$ cat src/rtl/seq_pkg.sv
// Shared state encodings and opcode constants for the instruction sequencer
// and its control decoder.
package seq_pkg;

    typedef logic [2:0] state_t;

    localparam state_t S_IDLE  = 3'd0;
    localparam state_t S_FETCH = 3'd1;
    localparam state_t S_EXEC  = 3'd2;
    localparam state_t S_MEM   = 3'd3;
    localparam state_t S_HALT  = 3'd4;
    localparam state_t S_ERROR = 3'd5;

    localparam logic [3:0] OP_JMP  = 4'b0000;
    localparam logic [3:0] OP_JC1  = 4'b0001;
    localparam logic [3:0] OP_JC2  = 4'b0010;
    localparam logic [3:0] OP_JC3  = 4'b0011;
    localparam logic [3:0] OP_JC4  = 4'b0100;
    localparam logic [3:0] OP_STR  = 4'b0111;
    localparam logic [3:0] OP_LD   = 4'b1000;
    localparam logic [3:0] OP_NOP  = 4'b1001;
    localparam logic [3:0] OP_HALT = 4'b1011;
    localparam logic [3:0] OP_CMP  = 4'b1100;

    function automatic logic is_cond_jump(input logic [3:0] op);
        return (op >= OP_JC1) && (op <= OP_JC4);
    endfunction

    function automatic logic is_mem_op(input logic [3:0] op);
        return (op == OP_LD) || (op == OP_STR);
    endfunction

endpackage

$ cat src/rtl/instr_sequencer.sv
// Multi-cycle instruction sequencer: FETCH/EXEC control strobes, data memory
// handshake with a wait-cycle timeout, and a saturating retire counter.
module instr_sequencer
    import seq_pkg::*;
#(
    parameter int TIMEOUT = 15,
    parameter int CNTW    = 16
) (
    input  logic            clk,
    input  logic            reset_n,
    input  logic            start,
    input  logic [3:0]      opcode,
    input  logic [3:0]      flags,
    input  logic            mem_ack,
    output logic            ir_load,
    output logic            pc_en,
    output logic            pc_load,
    output logic            reg_wr_en,
    output logic            mem_req,
    output logic            mem_we,
    output logic            done,
    output logic            err,
    output logic [CNTW-1:0] retired
);

    localparam int TW = (TIMEOUT > 1) ? $clog2(TIMEOUT) : 1;
    localparam logic [TW-1:0] LIMIT = TW'(TIMEOUT - 1);

    state_t          state;
    state_t          next_state;
    logic [TW-1:0]   wait_cnt;
    logic            mem_st;

    always_comb begin
        next_state = state;
        case (state)
            S_IDLE:  if (start) next_state = S_FETCH;
            S_FETCH: next_state = S_EXEC;
            S_EXEC: begin
                if (opcode == OP_HALT)
                    next_state = S_HALT;
                else if (is_mem_op(opcode))
                    next_state = S_MEM;
                else
                    next_state = S_FETCH;
            end
            // An ack arriving on the final allowed wait cycle still completes.
            S_MEM: begin
                if (mem_ack)
                    next_state = S_FETCH;
                else if (wait_cnt == LIMIT)
                    next_state = S_ERROR;
            end
            S_HALT:  next_state = S_HALT;
            S_ERROR: next_state = S_ERROR;
            default: next_state = S_IDLE;
        endcase
    end

    always_comb begin
        ir_load   = 1'b0;
        pc_en     = 1'b0;
        pc_load   = 1'b0;
        reg_wr_en = 1'b0;
        mem_req   = 1'b0;
        mem_we    = 1'b0;
        done      = 1'b0;
        err       = 1'b0;
        case (state)
            S_FETCH: ir_load = 1'b1;
            S_EXEC: begin
                if (opcode != OP_HALT && !is_mem_op(opcode)) begin
                    pc_en = 1'b1;
                    if (opcode == OP_JMP)
                        pc_load = 1'b1;
                    else if (is_cond_jump(opcode))
                        pc_load = flags[opcode[1:0] - 2'd1];
                    else if (opcode != OP_CMP && opcode != OP_NOP)
                        reg_wr_en = 1'b1;
                end
            end
            S_MEM: begin
                mem_req = 1'b1;
                mem_we  = mem_st;
                if (mem_ack) begin
                    pc_en     = 1'b1;
                    reg_wr_en = !mem_st;
                end
            end
            S_HALT:  done = 1'b1;
            S_ERROR: err  = 1'b1;
            default: ;
        endcase
    end

    // The store/load kind is captured on leaving EXEC so mem_we holds steady
    // for the whole access even if the opcode field moves.
    always_ff @(posedge clk or negedge reset_n) begin
        if (!reset_n) begin
            state    <= S_IDLE;
            mem_st   <= 1'b0;
            wait_cnt <= '0;
        end else begin
            state <= next_state;
            if (state == S_EXEC)
                mem_st <= (opcode == OP_STR);
            if (state == S_MEM)
                wait_cnt <= wait_cnt + TW'(1);
            else
                wait_cnt <= '0;
        end
    end

    always_ff @(posedge clk or negedge reset_n) begin
        if (!reset_n)
            retired <= '0;
        else if (pc_en && retired != {CNTW{1'b1}})
            retired <= retired + CNTW'(1);
    end

endmodule
$ cat config.mk
export PLATFORM = sky130hd
export DESIGN_NAME = instr_sequencer
export DESIGN_NICKNAME = d
export VERILOG_FILES = /design/src/rtl/seq_pkg.sv /design/src/rtl/instr_sequencer.sv
export SDC_FILE = /design/constraint.sdc
export NUM_CORES = 1
export LEC_CHECK = 0
export CORE_ASPECT_RATIO = 1.1
export CORE_UTILIZATION = 48
export DETAILED_ROUTE_END_ITERATION = 10
export GPL_TIMING_DRIVEN = 0
export PLACE_DENSITY = 0.79
export SYNTH_ARGS = -nofsm -noshare
export SYNTH_HDL_FRONTEND = slang
export SYNTH_SLANG_ARGS = --single-unit
$ cat constraint.sdc
create_clock -name clk -period 2.3 [get_ports clk]
set_input_delay 0.575 -clock clk [delete_from_list [all_inputs] [get_ports clk]]
set_output_delay 0.575 -clock clk [all_outputs]
set_load 0.01 [all_outputs]
# ---- After elaboration in Yosys (flattened, before gate mapping)
# Cells that the tools add are included.
dict set report word_totals {
  register_bits 24
  input_bits 12
  wordCells 62
}
dict set report op_classes {
  addsub 3
  magnitude_cmp 3
  eq_ne 15
  mux 27
  reduce_logical 10
}
# op count
set op_table {}
lappend op_table {{one-hot mux 3 bit (6 select lines)} 1}
lappend op_table {{two-way mux 1 bit} 17}
lappend op_table {{adder 16 x 1 -> 16 bit (second input constant)} 1}
lappend op_table {{inequality test 16 bit (second input constant)} 1}
lappend op_table {{equality test 4 bit (second input constant)} 3}
lappend op_table {{two-way mux 3 bit} 4}
lappend op_table {{inequality test 4 bit (second input constant)} 3}
lappend op_table {{equality test 3 x 2 -> 1 bit (second input constant)} 2}
lappend op_table {{equality test 3 bit (second input constant)} 2}
lappend op_table {{adder 4 x 1 -> 4 bit (second input constant)} 1}
lappend op_table {{equality test 4 x 3 -> 1 bit (second input constant)} 1}
lappend op_table {{>= comparator 4 x 1 -> 1 bit (second input constant)} 1}
lappend op_table {{<= comparator 4 x 3 -> 1 bit (second input constant)} 1}
lappend op_table {{logical AND 1 bit} 4}
lappend op_table {{logical NOT 4 bit} 1}
lappend op_table {{two-way mux 4 bit} 1}
lappend op_table {{one-hot mux 1 bit (2 select lines)} 2}
lappend op_table {{equality test 3 x 1 -> 1 bit (second input constant)} 1}
lappend op_table {{logical NOT 3 bit} 1}
lappend op_table {{< comparator 2 x 3 -> 1 bit (second input constant)} 1}
lappend op_table {{inequality test 3 bit (second input constant)} 1}
lappend op_table {{binary-select mux 1 bit (select 2 bit)} 1}
lappend op_table {{logical NOT 1 bit} 2}
lappend op_table {{two-way mux 2 bit} 1}
lappend op_table {{4 further kinds} 4}

# ---- Logic depth before layout (Yosys ltp)
# Gate-level depths: netlist of run 1.
dict set report logic_depth {
  ltp_word 7
  ltp_mapped 9
}

# ---- Least setup slack after synthesis of run 1
# OpenSTA, ideal clock, no wires.
dict set report synth_timing {
  path_type {input to output}
  from {in opcode[0]}
  to {out pc_load}
  arrival_time_ps 1645
  required_time_ps 1725
  slack_ps 80
  cell_stages 5
  n_path_buf 0
  cell_sequence {ha_1 and3b_1 a21o_1 nand2b_1 a211oi_1}
}
dict set report synth_between {
  elab_chain_len 7
}
# element line_no
set synth_lines {}
lappend synth_lines {{start: declaration} instr_sequencer.sv:12} ;# input logic [3:0] opcode,
lappend synth_lines {{subtractor 2 x 1 -> 2 bit} instr_sequencer.sv:77} ;# pc_load = flags[opcode[1:0] - 2'd1];
lappend synth_lines {{binary-select mux 1 bit (select 2 bit)} instr_sequencer.sv:77}
lappend synth_lines {{two-way mux 1 bit (implied by the code)} instr_sequencer.sv:77}
lappend synth_lines {{two-way mux 1 bit} instr_sequencer.sv:76} ;# else if (is_cond_jump(opcode))
lappend synth_lines {{two-way mux 1 bit} instr_sequencer.sv:74} ;# if (opcode == OP_JMP)
lappend synth_lines {{two-way mux 1 bit (*)} instr_sequencer.sv:72} ;# if (opcode != OP_HALT && !is_mem_op(opcode)) begin
lappend synth_lines {{two-way mux 1 bit (*)} instr_sequencer.sv:69} ;# case (state)
lappend synth_lines {{end: declaration} instr_sequencer.sv:17} ;# output logic pc_load,
# Every way passes the cells marked *; elsewhere a longest branch is shown, timed or not. The select of a mux whose other input is x is not followed.

# ---- Worst setup path in the final report of run 1
dict set report layout_timing {
  from {reg state[2]}
  to {out pc_load}
}
dict set report layout_between {
  elab_chain_len 2
}
# element line_no
set layout_lines {}
lappend layout_lines {{start: declaration} instr_sequencer.sv:29} ;# state_t state;
lappend layout_lines {{start signal: assignment} instr_sequencer.sv:104} ;# state <= next_state;
lappend layout_lines {{equality test 3 x 2 -> 1 bit} instr_sequencer.sv:69}
lappend layout_lines {{two-way mux 1 bit} instr_sequencer.sv:69}
# Every way passes these cells.

==> impl_metrics.yaml, run 1 <==
run_status:
  outcome: "finished, violations left"
  violations: "design-rule violations"
floorplan:
  start_util: 0.5073
  dieArea_um2: 3129
  placementRows: 20
  die_height_um: 58.57
  die_w_um: 53.43
  core_um2: 2753
  num_io_pins: 36
critical_path:
  path_buf_inv: 2
  critical_path.top_delay_family: "simple AND/OR/NAND/NOR gates"
  path_cells: "buf_6 > nor3b_4 > and2_4 > nand2b_4 > a211oi_2 > buf_2"
  critPathLaunchType: "register"
  worst-path-max-fanout: 5
  path_class: "reg2out"
  required_ps: 1730
  slowest_delay_ps: 430
  endpoint_kind: "primary output"
  cpMaxStageDelayCell: "dfrtp_2"
  arrival_ps: 1690
clock_network:
  cts.reportedPaths.clkPinSlew_ps: 120
  cts_tree: "built"
  cts_max_path_buffers: 2
  clockRootBuffer: "clkbuf_4"
  hold_buffers: 0
  htreeDepth: 1
  clk_latency_ps: 300
  cts_buffers: 3
  clock_sinks: 24
timing:
  setup_slack_ps: 33.08
  layout_min_cycle_time_ps: 2267
  slew_headroom: 0.2628
  fin_skew_ps: 6.984
  slew_viol_final: 0
  setup_viol: 0
  clock.fmax_ghz: 0.4411
  fin_crit_sh: 0.9856
  worst_pin_slew_ps: 1102
  setup_tns_ps: 0
  hold_viol_final: 0
  rsz0062_at_grt: "true"
power_and_ir_drop:
  powerDensity_nw_per_um2: 773.4
  leakagePower_nw: 0.8696
  irDropWorstVdd_uv: 536.8
yosys:
  synth-edff-count: 0
  ys_ff_latch: 24
  syn-num-nets: 154
  syn_area_um2: 1396
  synth.avg_cell_area_um2: 10.34
  synth_common_cells: "24 x dfrtp_1, 14 x xnor2_1, 12 x nor2_1, 8 x nand2_1, 8 x nand3_1"
  netlist.area_leader.share: 0.4301
  yosysUniqueCellTypes: 38
  ys_seq_area_frac: 0.4301
  postSynthCellCount: 135
  ys_dominant_reg_cell: "dfrtp_1"
  synth-async-reset-ratio: 1.000
  ys_top_cells_by_area: "dfrtp_1 43%, xnor2_1 8.8%, ha_1 6.3%, nor2_1 3.2%, nand3_1 2.9%"
  synth_area_leader_cell: "dfrtp_1"
  ys_warn_count: 0
  synth_most_common_cell: "dfrtp_1"
final_layout:
  nNetsFinal: 200
  multi_input_area_um2: 802.0
  nFillCells: 227
  regArea_um2: 604.3
  syn_to_final_growth_pct: 35.75
  num_antenna_cells: 0
  drive_gt1_frac: 0.2346
  final_area_um2: 1896
routing:
  via_count: 1135
  first_pass_iters: 7
  wl_um: 2907
  wire_per_inst_um: 13.71
  drt_iter0_markers: 28
  ant_nets: 0
  via_per_inst: 5.354
  post-route-drc-count: 2
placement:
  portBuffers: 35
  dp_hpwl_um: 2019
  place.gp.congestion: 0.8322
  place_ws_ps: -979.3
  place_area_um2: 1788
global_routing:
  grt_usage: 0.1914
  grt_max_degree: 25
  grt_pass1_wl_um: 4416
  antenna_found_initial: 0
  grt-ovfl-total: 0
  grt_pass1_vias: 1040
run:
  max_cap_viol_count: 0
hold_path:
  hp-class: "reg2reg"
[flip-flops by register name, summed over array words and instances (netlist names)]
name      cells
mem_st        1
retired      16
state         3
wait_cnt      4
[layout make-up]
cell class                 count  share of cell area
buffer                         1            0.005941
clock buffer                   3             0.01188
inverter                       7             0.01650
multi-input combinational    102              0.4231
sequential                    24              0.3188
tap                           33             0.02178
timing repair buffer          42              0.2020
[power by group]
group / switching (mW) / internal, mW
combinational: 0.308 / 0.359
sequential: 0.118 / 0.503
clock: 0.117 / 0.0609
total: 0.543 / 0.923
[cell families after synthesis]
group / after synthesis / share of synthesized area
DFF: 24 / 0.4301
and+or+nand+nor: 62 / 0.2661
adders and majority gates: 7 / 0.06272
muxes: 3 / 0.03494
xor gates and xnor gates: 16 / 0.1004
AOI/OAI and AO/OA: 14 / 0.06720
buffers and inverters: 9 / 0.03853
[final timing paths]
path / startpoint / end / slack (ps) / depth (start not counted)
worst max-delay path: state[2] / pc_load / 30 / 6
worst min-delay path: wait_cnt[0] / wait_cnt[0] / 500 / 1
worst max register to register: retired[0] / retired[9] / 350 / 6
worst min register to register: wait_cnt[0] / wait_cnt[0] / 500 / 1
max in group asynchronous: reset_n / state[2] / 710 / 1
min in group asynchronous: reset_n / retired[14] / 850 / 1
[stage by stage]
| stage | utilization | total power [mW] | std cells | hold WS, ps |
|---|---|---|---|---|
| finish | 0.6886 | 1.466 | 212 | 497.5 |
| global route | 0.6886 | 1.562 | 212 | 507.7 |
| CTS | 0.6750 | 1.426 | 209 | 499.3 |
| detailed placement | 0.6495 | 1.201 | 203 | 482.3 |
| global placement | 0.6495 | 1.188 | 203 | 469.9 |
| floorplan | - | 0.9448 | 135 | 279.4 |
[worst reg2reg max path, delay by kind of cell (launching register included)]
kind | cells | cell delay (ps)
compound gates | 1 | 360
xor+xnor | 1 | 150
fa+ha+maj | 1 | 260
flops | 1 | 450
simple gates | 3 | 630
[cell usage in the layout (no fill, tap or decap), types with 3 or more instances in the layout]
cell type	netlist	routed
buf_6	2	3
xnor2_1	14	14
clkbuf_4	0	3
inv_1	5	5
nand2_1	8	7
nand3_1	8	8
dfrtp_2	0	3
nand4_2	3	3
nand4_1	6	6
buf_4	0	6
clkdlybuf4s50_1	0	21
buf_2	0	4
and4_1	3	3
dfrtp_1	24	21
and3_1	5	5
ha_1	7	5
nand2_2	2	3
dlygate4sd2_1	0	6
a21oi_1	5	4
nor2_1	12	12
[layer usage]
| metal | vias up | wire (um) | part of all wire | track usage |
|---|---|---|---|---|
| met3 | 2 | 115 | 0.040 | 0.03101 |
| met2 | 35 | 1513 | 0.52 | 0.3286 |
| met4 | 0 | 21 | 0.0072 | 0.04511 |
| met1 | 540 | 1256 | 0.43 | 0.2488 |
| met5 | - | 0 | 0 | 0 |
| li1 | 558 | - | - | - |
[what timing repair did]
item | in CTS | in global routing
resized for setup | 43 | 7
setup buffers | 3 | 4
pin swaps | 5 | 5
setup endpoints to repair | 5 | 4
gates cloned | 0 | 0
Note: power is estimated with default switching activity, not from simulation.
==> inputs of run 2 (changes only) <==
REMOVE_ABC_BUFFERS = 1   (was not set)
==> run 2 against run 1 <==
Net effect:
- the flow still finishes with violations (design-rule violations)
- die area unchanged
- final cell count decreased by 1.4%
- wire length is essentially flat
- clock skew grew 0.98 ps
- clock power increased by 69%
- fmax down 0.31%
- utilization grew 0.23 points
- critical path depth up 1
- global-route usage grew 2.0 points
- sequential power fell by 1%
- critical path type is now in2out
- critical endpoint unchanged
- largest cell class unchanged
==> impl_metrics.yaml, run 2 (synthesis results as in run 1) <==
timing:
  layout_min_cycle_time_ps: 2274
  fin_crit_sh: 0.9887
  slew_headroom: 0.2801
  hold_viol_final: 0
  clock.fmax_ghz: 0.4398
  worst_pin_slew_ps: 1076
  holdWs_ps: 500.5
  setup_tns_ps: 0
  setup_slack_ps: 26.09
  rsz0062_at_grt: "true"
  slew_viol_final: 0
  setup_viol: 0
  fin_skew_ps: 7.967
final_layout:
  final_common_cell: "dfrtp_1"
  num_antenna_cells: 0
  nFillCells: 227
  syn_to_final_growth_pct: 36.20
  stdcell_count: 209
  drive_gt1_frac: 0.2216
  nNetsFinal: 196
  largest_reg_flops: 16
  regMostFlops: "retired"
  final_cell_mix: "22 x dfrtp_1, 21 x clkdlybuf4s50_1, 14 x xnor2_1, 12 x nor2_1, 8 x nand3_1"
  top_regs: "retired (16), wait_cnt (4), state (3)"
clock_network:
  hold_buffers: 0
  cts_tree: "built"
  htreeDepth: 1
  clockRootBuffer: "clkbuf_4"
  cts.reportedPaths.clkPinSlew_ps: 140
  clock_sinks: 24
  cts_max_path_buffers: 2
  clk_latency_ps: 310
  cts_buffers: 3
routing:
  first_pass_iters: 7
  wl_um: 2906
  routed.top_layer: "met4"
  via_count: 1161
  wire_per_inst_um: 13.90
  post-route-drc-count: 2
  ant_nets: 0
  via_per_inst: 5.555
  met1_length_um: 1218
  drt_iter0_markers: 21
  wl_met2_um: 1561
  wl_met3_um: 91
placement:
  place.gp.congestion: 0.7948
  portBuffers: 35
  dp.cells: 201
  place_ws_ps: -1047
  dp_hpwl_um: 2144
global_routing:
  grt-ovfl-total: 0
  grt_max_degree: 25
  grt_pass1_vias: 1130
  grt_pass1_wl_um: 4830
  antenna_found_initial: 0
  grt_usage: 0.2117
run:
  max_cap_viol_count: 0
critical_path:
  critical_path.top_delay_family: "simple AND/OR/NAND/NOR gates"
  cp-startpoint: "opcode[1]"
  arrival_ps: 1700
  path_buf_inv: 2
  path_class: "in2out"
  cpMaxStageDelayCell: "a21o_1"
  r2r-start: "retired[0]"
  endpoint_kind: "primary output"
  worst-path-max-fanout: 3
  required_ps: 1730
  path_cells: "buf_2 > ha_4 > and3b_1 > a21o_1 > nand2b_4 > a211oi_2 > buf_2"
  critical_path.most_common_cell: "buf_2"
  critPathLaunchType: "input pin"
  slowest_delay_ps: 210
floorplan:
  start_util: 0.5073
  placementRows: 20
  core_um2: 2753
  dieArea_um2: 3129
  die_w_um: 53.43
  die_height_um: 58.57
  num_io_pins: 36
power_and_ir_drop:
  p_clk_frac: 0.196
  p_switching_mw: 0.5341
  leakagePower_nw: 0.8962
  power_mw: 1.535
  seqPwrFrac: 0.400
  p_int_mw: 1.001
  p_sw_frac: 0.3479
  powerDensity_nw_per_um2: 807.3
  irDropWorstVdd_uv: 656.4
  p_comb_frac: 0.404
run_status:
  outcome: "finished, violations left"
  violations: "design-rule violations"
hold_path:
  min_from: "retired[14]"
  hp-class: "reg2reg"
## run 2: changes by cell type in the layout (fill, tap and decap cells not counted), sizes merged
cell / delta
dlymetal6s2s: +4
dlygate4sd2: -3
bufinv: +1
clkdlybuf4s15: -1
clkbuf: +1
buf: -5
## run 2: final cells by class
type / count / area (um2) / area share
Timing Repair Buffer: 39 / 370.4 / 0.1947
Multi-Input combinational cell: 102 / 803.3 / 0.4224
Clock buffer: 3 / 22.52 / 0.01184
Sequential cell: 24 / 603.1 / 0.3171
Tap cell: 33 / 41.29 / 0.02171
Clock inverter: 1 / 30.03 / 0.01579
Inverter: 7 / 31.28 / 0.01645
## run 2: path summary, 6_finish.rpt
| kind | end | slack, ps | cells past startpoint |
|---|---|---|---|
| max in group asynchronous | state[2] | 750 | 1 |
| worst min register to register | retired[14] | 500 | 1 |
| worst max-delay path | pc_load | 30 | 7 |
| min in group asynchronous | retired[14] | 830 | 1 |
| worst max register to register | retired[11] | 310 | 6 |
| worst min-delay path | retired[14] | 500 | 1 |
## run 2: per-layer routing
layer | track usage | vias to the layer above
met1 | 0.2417 | 568
met4 | 0.07895 | 0
met3 | 0.03359 | 4
li1 | - | 561
met5 | 0 | -
met2 | 0.3857 | 28
## run 2: power by group through the flow
stage               Combinational, mW  Sequential, mW  Clock (mW)
finish                          0.620           0.614       0.301
global route                    0.675           0.629       0.329
detailed placement              0.561           0.617           0
floorplan                       0.300           0.616           0
global placement                0.545           0.610           0
CTS                             0.598           0.609       0.308
## run 2: repair_timing
action / 4_1_cts / 5_1_grt
resized for setup: 33 / 16
setup endpoints to repair: 7 / 4
pin swaps: 3 / 2
buffers inserted: 2 / 2
## run 2: metrics by stage
stage	util	cell area, um2
2_1_floorplan	-	1374
3_3_place_gp	0.6414	1765
3_5_place_dp	0.6414	1765
4_1_cts	0.6741	1856
5_1_grt	0.6909	1902
6_report	0.6909	1902
## run 2: worst reg2reg max path: cells and delay by family, from the launching register on
family	cells	cell delay, ps
fa+ha+maj	1	260
simple gates	3	620
flops	1	450
xor+xnor	1	190
compound gates	1	390
